`src/rtl/mips_inst_issuer.sv`:
```
// Instruction issuer for the 6-register MIPS core: encodes requests, queues words, issues them under an outstanding limit.
// Optional build macro MIPS_ISSUE_GAP_EN forces an idle cycle after every issue.
module mips_inst_issuer #(
  parameter int FIFO_DEPTH      = 4,
  parameter int MAX_OUTSTANDING = 4
) (
  input  logic        clk,
  input  logic        rst,
  input  logic        req_valid,
  output logic        req_ready,
  input  logic [2:0]  req_op,
  input  logic [2:0]  req_rs,
  input  logic [2:0]  req_rt,
  input  logic [2:0]  req_rd,
  input  logic [4:0]  req_shamt,
  input  logic [15:0] req_imm,
  output logic        in_valid,
  output logic [31:0] instruction,
  input  logic        out_valid,
  input  logic        instruction_fail,
  output logic [2:0]  outstanding,
  output logic [15:0] fail_cnt,
  output logic        err_unexpected
);

  localparam int PW = $clog2(FIFO_DEPTH);
  localparam int CW = PW + 1;

  localparam logic [2:0] OP_ADD  = 3'd0;
  localparam logic [2:0] OP_AND  = 3'd1;
  localparam logic [2:0] OP_OR   = 3'd2;
  localparam logic [2:0] OP_NOR  = 3'd3;
  localparam logic [2:0] OP_SLL  = 3'd4;
  localparam logic [2:0] OP_SRL  = 3'd5;
  localparam logic [2:0] OP_ADDI = 3'd6;

  logic [31:0]   fifoMem_q [FIFO_DEPTH];
  logic [PW-1:0] wrPtr_q, wrPtr_d, rdPtr_q, rdPtr_d;
  logic [CW-1:0] count_q, count_d;
  logic          inValid_q, inValid_d;
  logic [31:0]   instr_q, instr_d;
  logic [2:0]    outstanding_q, outstanding_d;
  logic [15:0]   failCnt_q, failCnt_d;
  logic          err_q, err_d;
  logic [31:0]   encWord;
  logic          push, issue, respOk;

  // The core only decodes these six register addresses; 00000 is ignored.
  function automatic logic [4:0] mapReg(input logic [2:0] idx);
    case (idx)
      3'd0:    mapReg = 5'b10001;
      3'd1:    mapReg = 5'b10010;
      3'd2:    mapReg = 5'b01000;
      3'd3:    mapReg = 5'b10111;
      3'd4:    mapReg = 5'b11111;
      3'd5:    mapReg = 5'b10000;
      default: mapReg = 5'b00000;
    endcase
  endfunction

  always_comb begin
    encWord = 32'hFC000000;
    case (req_op)
      OP_ADD:  encWord = {6'b000000, mapReg(req_rs), mapReg(req_rt), mapReg(req_rd), 5'd0, 6'b100000};
      OP_AND:  encWord = {6'b000000, mapReg(req_rs), mapReg(req_rt), mapReg(req_rd), 5'd0, 6'b100100};
      OP_OR:   encWord = {6'b000000, mapReg(req_rs), mapReg(req_rt), mapReg(req_rd), 5'd0, 6'b100101};
      OP_NOR:  encWord = {6'b000000, mapReg(req_rs), mapReg(req_rt), mapReg(req_rd), 5'd0, 6'b100111};
      OP_SLL:  encWord = {6'b000000, 5'd0, mapReg(req_rt), mapReg(req_rd), req_shamt, 6'b000000};
      OP_SRL:  encWord = {6'b000000, 5'd0, mapReg(req_rt), mapReg(req_rd), req_shamt, 6'b000010};
      OP_ADDI: encWord = {6'b001000, mapReg(req_rs), mapReg(req_rd), req_imm};
      default: encWord = 32'hFC000000;
    endcase
  end

  assign req_ready = !rst && (count_q != CW'(FIFO_DEPTH));
  assign push      = req_valid && req_ready;
  assign respOk    = out_valid && (outstanding_q != 3'd0);

`ifdef MIPS_ISSUE_GAP_EN
  assign issue = (count_q != '0) && (outstanding_q < 3'(MAX_OUTSTANDING)) && !inValid_q;
`else
  assign issue = (count_q != '0) && (outstanding_q < 3'(MAX_OUTSTANDING));
`endif

  always_comb begin
    wrPtr_d       = push  ? wrPtr_q + PW'(1) : wrPtr_q;
    rdPtr_d       = issue ? rdPtr_q + PW'(1) : rdPtr_q;
    count_d       = count_q;
    outstanding_d = outstanding_q;
    case ({push, issue})
      2'b10:   count_d = count_q + CW'(1);
      2'b01:   count_d = count_q - CW'(1);
      default: count_d = count_q;
    endcase
    // A response with nothing outstanding is flagged but never cancels a real issue.
    case ({issue, respOk})
      2'b10:   outstanding_d = outstanding_q + 3'd1;
      2'b01:   outstanding_d = outstanding_q - 3'd1;
      default: outstanding_d = outstanding_q;
    endcase
    inValid_d = issue;
    instr_d   = issue ? fifoMem_q[rdPtr_q] : 32'd0;
    err_d     = err_q || (out_valid && (outstanding_q == 3'd0));
    failCnt_d = (out_valid && instruction_fail && (failCnt_q != 16'hFFFF)) ? failCnt_q + 16'd1 : failCnt_q;
  end

  always_ff @(posedge clk) begin
    if (push) fifoMem_q[wrPtr_q] <= encWord;
  end

  always_ff @(posedge clk) begin
    if (rst) begin
      wrPtr_q       <= '0;
      rdPtr_q       <= '0;
      count_q       <= '0;
      inValid_q     <= 1'b0;
      instr_q       <= 32'd0;
      outstanding_q <= 3'd0;
      failCnt_q     <= 16'd0;
      err_q         <= 1'b0;
    end else begin
      wrPtr_q       <= wrPtr_d;
      rdPtr_q       <= rdPtr_d;
      count_q       <= count_d;
      inValid_q     <= inValid_d;
      instr_q       <= instr_d;
      outstanding_q <= outstanding_d;
      failCnt_q     <= failCnt_d;
      err_q         <= err_d;
    end
  end

  assign in_valid       = inValid_q;
  assign instruction    = instr_q;
  assign outstanding    = outstanding_q;
  assign fail_cnt       = failCnt_q;
  assign err_unexpected = err_q;

endmodule

```
`config.mk`:
```
export PLATFORM = sky130hd
export DESIGN_NAME = mips_inst_issuer
export DESIGN_NICKNAME = d
export VERILOG_FILES = /design/src/rtl/mips_inst_issuer.sv
export SDC_FILE = /design/constraint.sdc
export NUM_CORES = 1
export LEC_CHECK = 0
export CORE_AREA = 2 2 92 160
export CTS_CLUSTER_DIAMETER = 100
export DETAILED_ROUTE_END_ITERATION = 6
export DIE_AREA = 0 0 94 162
export PLACE_DENSITY_LB_ADDON = 0.1
export SLEW_MARGIN = 20
export SYNTH_ARGS = -nofsm -noshare
export SYNTH_HDL_FRONTEND = slang
export SYNTH_SLANG_ARGS = --single-unit
```
`constraint.sdc`:
```
create_clock -name clk -period 4.5 [get_ports clk]
set_input_delay 1.35 -clock clk [delete_from_list [all_inputs] [get_ports clk]]
set_output_delay 1.35 -clock clk [all_outputs]
set_load 0.1 [all_outputs]
```
==> results.yml, run 1 <==
sta:
  fin_crit_sh_pct: 79.9
  max-slew-margin-rel_pct: 32.5
  period_minus_slack_ps: 3600
  hold_viol: 0
  drv_slew: 0
  worstMarginPinSlew_ps: 1010
  max_freq_ghz: 0.278
  setup_viol: 0
  clock-skew-final_ps: 12.0
  setup_tns_ps: 0
  rsz0062_at_grt: "false"
power_and_ir_drop:
  power_density_mw_per_mm2: 584
  p_leak_nw: 2.82
  pwr-share-clk_pct: 27.9
  power.switching_mw: 1.80
  seqPwrFrac_pct: 40.0
  intPower_mw: 3.11
  vdd_ir_drop_max_mv: 0.368
  combPwrFrac_pct: 32.1
  swShare_pct: 36.6
grt:
  grt_pass1_wl_um: 20700
  grt_remaining_overflow: 0
  antenna_found_initial: 0
  grt_max_degree: 31
  grtUsageTotal_pct: 17.9
  grt_pass1_vias: 4064
synthesis:
  seq_area_frac_synth_pct: 66.2
  synth-edff-count: 112
  synth.distinct_cells: 50
  ys.flop_type: "edfxtp_1"
  ys.warnings.count: 0
  synth_area_mm2: 0.00678
  synth_area_per_cell_um2: 14.8
  postSynthCellCount: 458
  synth.net_count: 505
  synth-async-reset-ratio_pct: 0
  synth-seq-cells: 168
critical_path:
  crit_type: "in -> out"
  cp.arrival_ps: 2250
  crit_fanout: 2
  endpoint_kind: "primary output"
  crit_required_ps: 3150
  start_kind: "input port"
  rrSetupSlack_ps: 2080
cts:
  clock_latency_ps: 410
  ctsResizeCount: 0
  cts_max_level: 4
  tritoncts: "built"
  numCtsBuffers: 17
  cts_setup_buffers: 0
  cts_root_buf: "clkbuf_16"
  cts_hold_buf: 0
  clkTransAtPathRegs_ps: 60
  clock_path_buffers: 2
  clock-sinks: 168
cells_and_area:
  fin_cells: 742
  nNetsFinal: 599
  fill_cells: 1133
  syn2layout_area_growth_pct: 24.0
  drive_gt1_share_pct: 14.2
  final_common_cell: "edfxtp_1"
  most-common-layout-cells: "112 x edfxtp_1, 90 x clkdlybuf4s50_1, 54 x dfxtp_1"
  diodes: 0
floorplan:
  start_util_pct: 48.7
  die_area_mm2: 0.0152
  std_cell_rows: 57
  fp.coreArea_mm2: 0.0139
  die_w_um: 94
  die_h_um: 162
  num_io_pins: 92
detailed_routing:
  drc: 0
  ant_nets: 0
  drt_iter0_drc: 172
  via_per_inst: 5.36
  totalWireLength_um: 12900
  via_count: 3975
  dr.pass1.iters: 4
  avgRoutedWirePerCell_um: 17.3
min_path:
  holdCritPathClass: "reg -> reg"
placed_design:
  place_congestion: 0.803
  numPortBuffers: 91
  place_inst: 710
  hpwl_um: 8540
flow_run:
  cap_violations: 0
outcome:
  run_status: "finished clean"
critical path: stages:
cell and delay [ps]:
clkdlybuf4s50_1 430, a21oi_1 250, buf_12 210
layout make-up:
cell class                 instances  area [um2]  share of cell area [%]
timing repair buffer              99         981                    11.7
tap                              177         221                    2.64
inverter                          17        63.8                   0.759
clock inverter                    15         141                    1.68
multi-input combinational        249        2080                    24.8
clock buffer                      17         425                    5.06
sequential                       168        4490                    53.4
layer usage:
metal | GRT usage (%) | wire (um) | up-vias
met4 | 5.60 | 99 | 0
met5 | 0 | 0 | -
met1 | 20.6 | 5170 | 1986
met2 | 32.8 | 7220 | 84
met3 | 3.66 | 379 | 5
li1 | - | - | 1900
per-stage QoR:
stage / utilization [%] / hold slack (ps) / cell area (um2) / total power, mW / setup slack (ps)
global route: 60.4 / 561 / 8400 / 5.13 / 817
finish: 60.4 / 479 / 8400 / 4.91 / 905
global placement: 56.3 / 451 / 7830 / 3.57 / 811
floorplan: - / 483 / 6780 / 3.20 / 45.4
detailed placement: 56.3 / 474 / 7840 / 3.60 / 711
CTS: 60.4 / 488 / 8400 / 4.97 / 896
path summary, 6_finish.rpt:
kind                             startpoint                   endpoint  depth (start not counted)
setup / recovery                        rst                  req_ready                          3
setup reg to reg   fail_cnt[0]$_SDFFE_PP0P_  fail_cnt[10]$_SDFFE_PP0P_                          5
hold reg to reg   err_unexpected$_SDFF_PP0_  err_unexpected$_SDFF_PP0_                          2
hold / removal    err_unexpected$_SDFF_PP0_  err_unexpected$_SDFF_PP0_                          2
power groups by stage:
stage	sequential (mW)	clock [mW]	combinational [mW]
global placement	2.00	0	1.57
global route	1.99	1.46	1.67
CTS	1.97	1.40	1.60
floorplan	2.50	0	0.703
detailed placement	2.01	0	1.59
finish	1.96	1.37	1.58
registers in the layout, summed over array words and instances (netlist names):
register and count:
instruction 28, wrPtr_q 2, rdPtr_q 2, fail_cnt 16, in_valid 1, fifoMem_q 112, count_q 3, err_unexpected 1
outstanding 3
kinds of logic (layout without fill, tap and decap cells):
| group | count (synthesis) | in the layout | share of synthesized area, % |
|---|---|---|---|
| DFF | 168 | 168 | 66.2 |
| and+or+nand+nor | 130 | 130 | 11.7 |
| AOI/OAI and AO/OA | 68 | 68 | 5.93 |
| buffers and inverters | 41 | 148 | 3.16 |
| muxes | 30 | 30 | 9.62 |
| xor gates and xnor gates | 12 | 12 | 1.55 |
| adders and majority gates | 9 | 9 | 1.88 |
cell usage after synthesis, types with 3 or more instances:
master | count | area (um2)
or3_2 | 3 | 22.5
dfxtp_1 | 56 | 1120
a21oi_1 | 33 | 165
ha_1 | 7 | 87.6
nor3_1 | 3 | 15.0
buf_4 | 5 | 37.5
xor2_1 | 7 | 61.3
nand2_1 | 9 | 33.8
nand3b_1 | 5 | 37.5
nand4_1 | 3 | 18.8
and2b_1 | 6 | 45.0
and2_1 | 6 | 37.5
nand3_1 | 5 | 25.0
o22ai_1 | 4 | 25.0
inv_1 | 17 | 63.8
xnor2_1 | 5 | 43.8
o21ai_0 | 14 | 70.1
nand2b_1 | 5 | 31.3
edfxtp_1 | 112 | 3360
buf_2 | 5 | 25.0
clkbuf_1 | 9 | 33.8
nor2b_1 | 40 | 250
or4_1 | 5 | 37.5
or3_1 | 7 | 43.8
o31ai_1 | 7 | 52.6
mux4_2 | 28 | 631
nor2_1 | 22 | 82.6
No activity file was read; power rests on OpenSTA's default activity.
==> run 2: changes to the inputs <==
==> constraint.sdc (replaced) <==
create_clock -name clk -period 3.63 [get_ports clk]
set_input_delay 1.089 -clock clk [delete_from_list [all_inputs] [get_ports clk]]
set_output_delay 1.089 -clock clk [all_outputs]
set_load 0.1 [all_outputs]
==> results.yml, run 2 (synthesis gave the netlist of run 1 again) <==
outcome:
  run_status: "finished clean"
sta:
  period_minus_slack_ps: 3040
  drv_slew: 0
  setup_tns_ps: 0
  fin_crit_sh_pct: 83.7
  max-slew-margin-rel_pct: 44.3
  rsz0062_at_grt: "false"
  clock-skew-final_ps: 8.74
  hold_viol: 0
  worstMarginPinSlew_ps: 836
  worst_hold_slack_ps: 489
  max_freq_ghz: 0.329
  setup_viol: 0
power_and_ir_drop:
  swShare_pct: 36.4
  seqPwrFrac_pct: 39.0
  vdd_ir_drop_max_mv: 0.440
  p_leak_nw: 2.99
  pwr-share-clk_pct: 30.0
  combPwrFrac_pct: 31.0
  power.switching_mw: 2.28
  p_total_mw: 6.26
  power_density_mw_per_mm2: 746
  intPower_mw: 3.98
cts:
  cts_hold_buf: 0
  ctsResizeCount: 0
  clock_path_buffers: 2
  clock_latency_ps: 410
  clock-sinks: 168
  clkTransAtPathRegs_ps: 60
  tritoncts: "built"
  cts_max_level: 4
  numCtsBuffers: 17
  cts_setup_buffers: 0
  cts_root_buf: "clkbuf_16"
cells_and_area:
  drive_gt1_share_pct: 24.9
  largest_reg_flops: 112
  most-common-layout-cells: "112 x edfxtp_1, 67 x buf_4, 54 x dfxtp_1"
  diodes: 0
  final_common_cell: "edfxtp_1"
  top_register: "fifoMem_q"
  syn2layout_area_growth_pct: 23.7
  fill_cells: 1128
  nNetsFinal: 605
critical_path:
  cp.arrival_ps: 1950
  start_kind: "input port"
  crit_type: "in -> out"
  reg2regPathDepth: 9
  r2r-end: "outstanding[2]$_SDFFE_PP0P_"
  crit_start: "rst"
  rrSetupSlack_ps: 1390
  crit_fanout: 4
  crit_required_ps: 2540
  r2r_start: "count_q[2]$_SDFFE_PP0P_"
  endpoint_kind: "primary output"
floorplan:
  num_io_pins: 92
  die_w_um: 94
  fp.coreArea_mm2: 0.0139
  start_util_pct: 48.7
  die_h_um: 162
  std_cell_rows: 57
  die_area_mm2: 0.0152
grt:
  grt_remaining_overflow: 0
  grt_max_degree: 30
  grt_pass1_vias: 4257
  grtUsageTotal_pct: 18.4
  antenna_found_initial: 0
  grt_pass1_wl_um: 21300
placed_design:
  place_congestion: 0.772
  hpwl_um: 8620
  numPortBuffers: 91
detailed_routing:
  avgRoutedWirePerCell_um: 17.8
  drt_iter0_drc: 207
  drc: 0
  totalWireLength_um: 13300
  ant_nets: 0
  via_per_inst: 5.43
  dr.pass1.iters: 4
  via_count: 4063
min_path:
  hold_path_end: "err_unexpected$_SDFF_PP0_"
  holdCritPathClass: "reg -> reg"
  hold_depth: 2
  holdCritStartpoint: "err_unexpected$_SDFF_PP0_"
flow_run:
  cap_violations: 0
## run 2: cell count changes in the layout (fill, tap and decap cells not counted), moves of 2 or more
cell,change
buf_4,+59
clkbuf_16,+3
clkinv_1,-2
clkinvlp_4,-2
clkdlybuf4s50_1,-53
## run 2: layer usage
metal | wire (um) | track usage [%]
met1 | 5070 | 20.6
met2 | 7490 | 33.5
met3 | 545 | 4.50
met4 | 196 | 6.06
met5 | 0 | 0
## run 2: critical path, stage by stage
cell and delay [ps]:
clkdlybuf4s50_1 480, a21oi_2 190, buf_12 190
## run 2: power groups by stage
| stage | registers, mW | logic (mW) | clock network [mW] |
|---|---|---|---|
| floorplan | 3.10 | 0.874 | 0 |
| global placement | 2.48 | 1.92 | 0 |
| detailed placement | 2.49 | 1.96 | 0 |
| CTS | 2.45 | 1.97 | 1.91 |
| global route | 2.48 | 2.06 | 1.99 |
| finish | 2.44 | 1.94 | 1.87 |
## run 2: worst max path at each step
stage | endpoint | depth (start not counted)
floorplan | req_ready | 3
global placement | req_ready | 3
detailed placement | fifoMem_q[1][21]$_DFFE_PP_ | 5
CTS | req_ready | 3
global route | req_ready | 3
finish | req_ready | 3
## run 2: layout make-up
| cell class | count | area [um2] | area share [%] |
|---|---|---|---|
| inverters | 17 | 63.8 | 0.761 |
| clock inverters | 11 | 120 | 1.43 |
| clock buffers | 21 | 514 | 6.13 |
| multi-input cells | 249 | 2080 | 24.8 |
| well taps | 177 | 221 | 2.64 |
| flip-flops and latches | 168 | 4490 | 53.5 |
| repair buffers | 105 | 893 | 10.7 |
## run 2: stage by stage
step           setup WS (ps)  utilization (%)  cells  instance area, um2
5_1_grt                  546             60.3    748                8390
3_5_place_dp             435             55.7    716                7750
2_1_floorplan            334                -    458                6780
6_report                 590             60.3    748                8390
3_3_place_gp             596             55.7    716                7750
4_1_cts                  580             60.3    748                8380
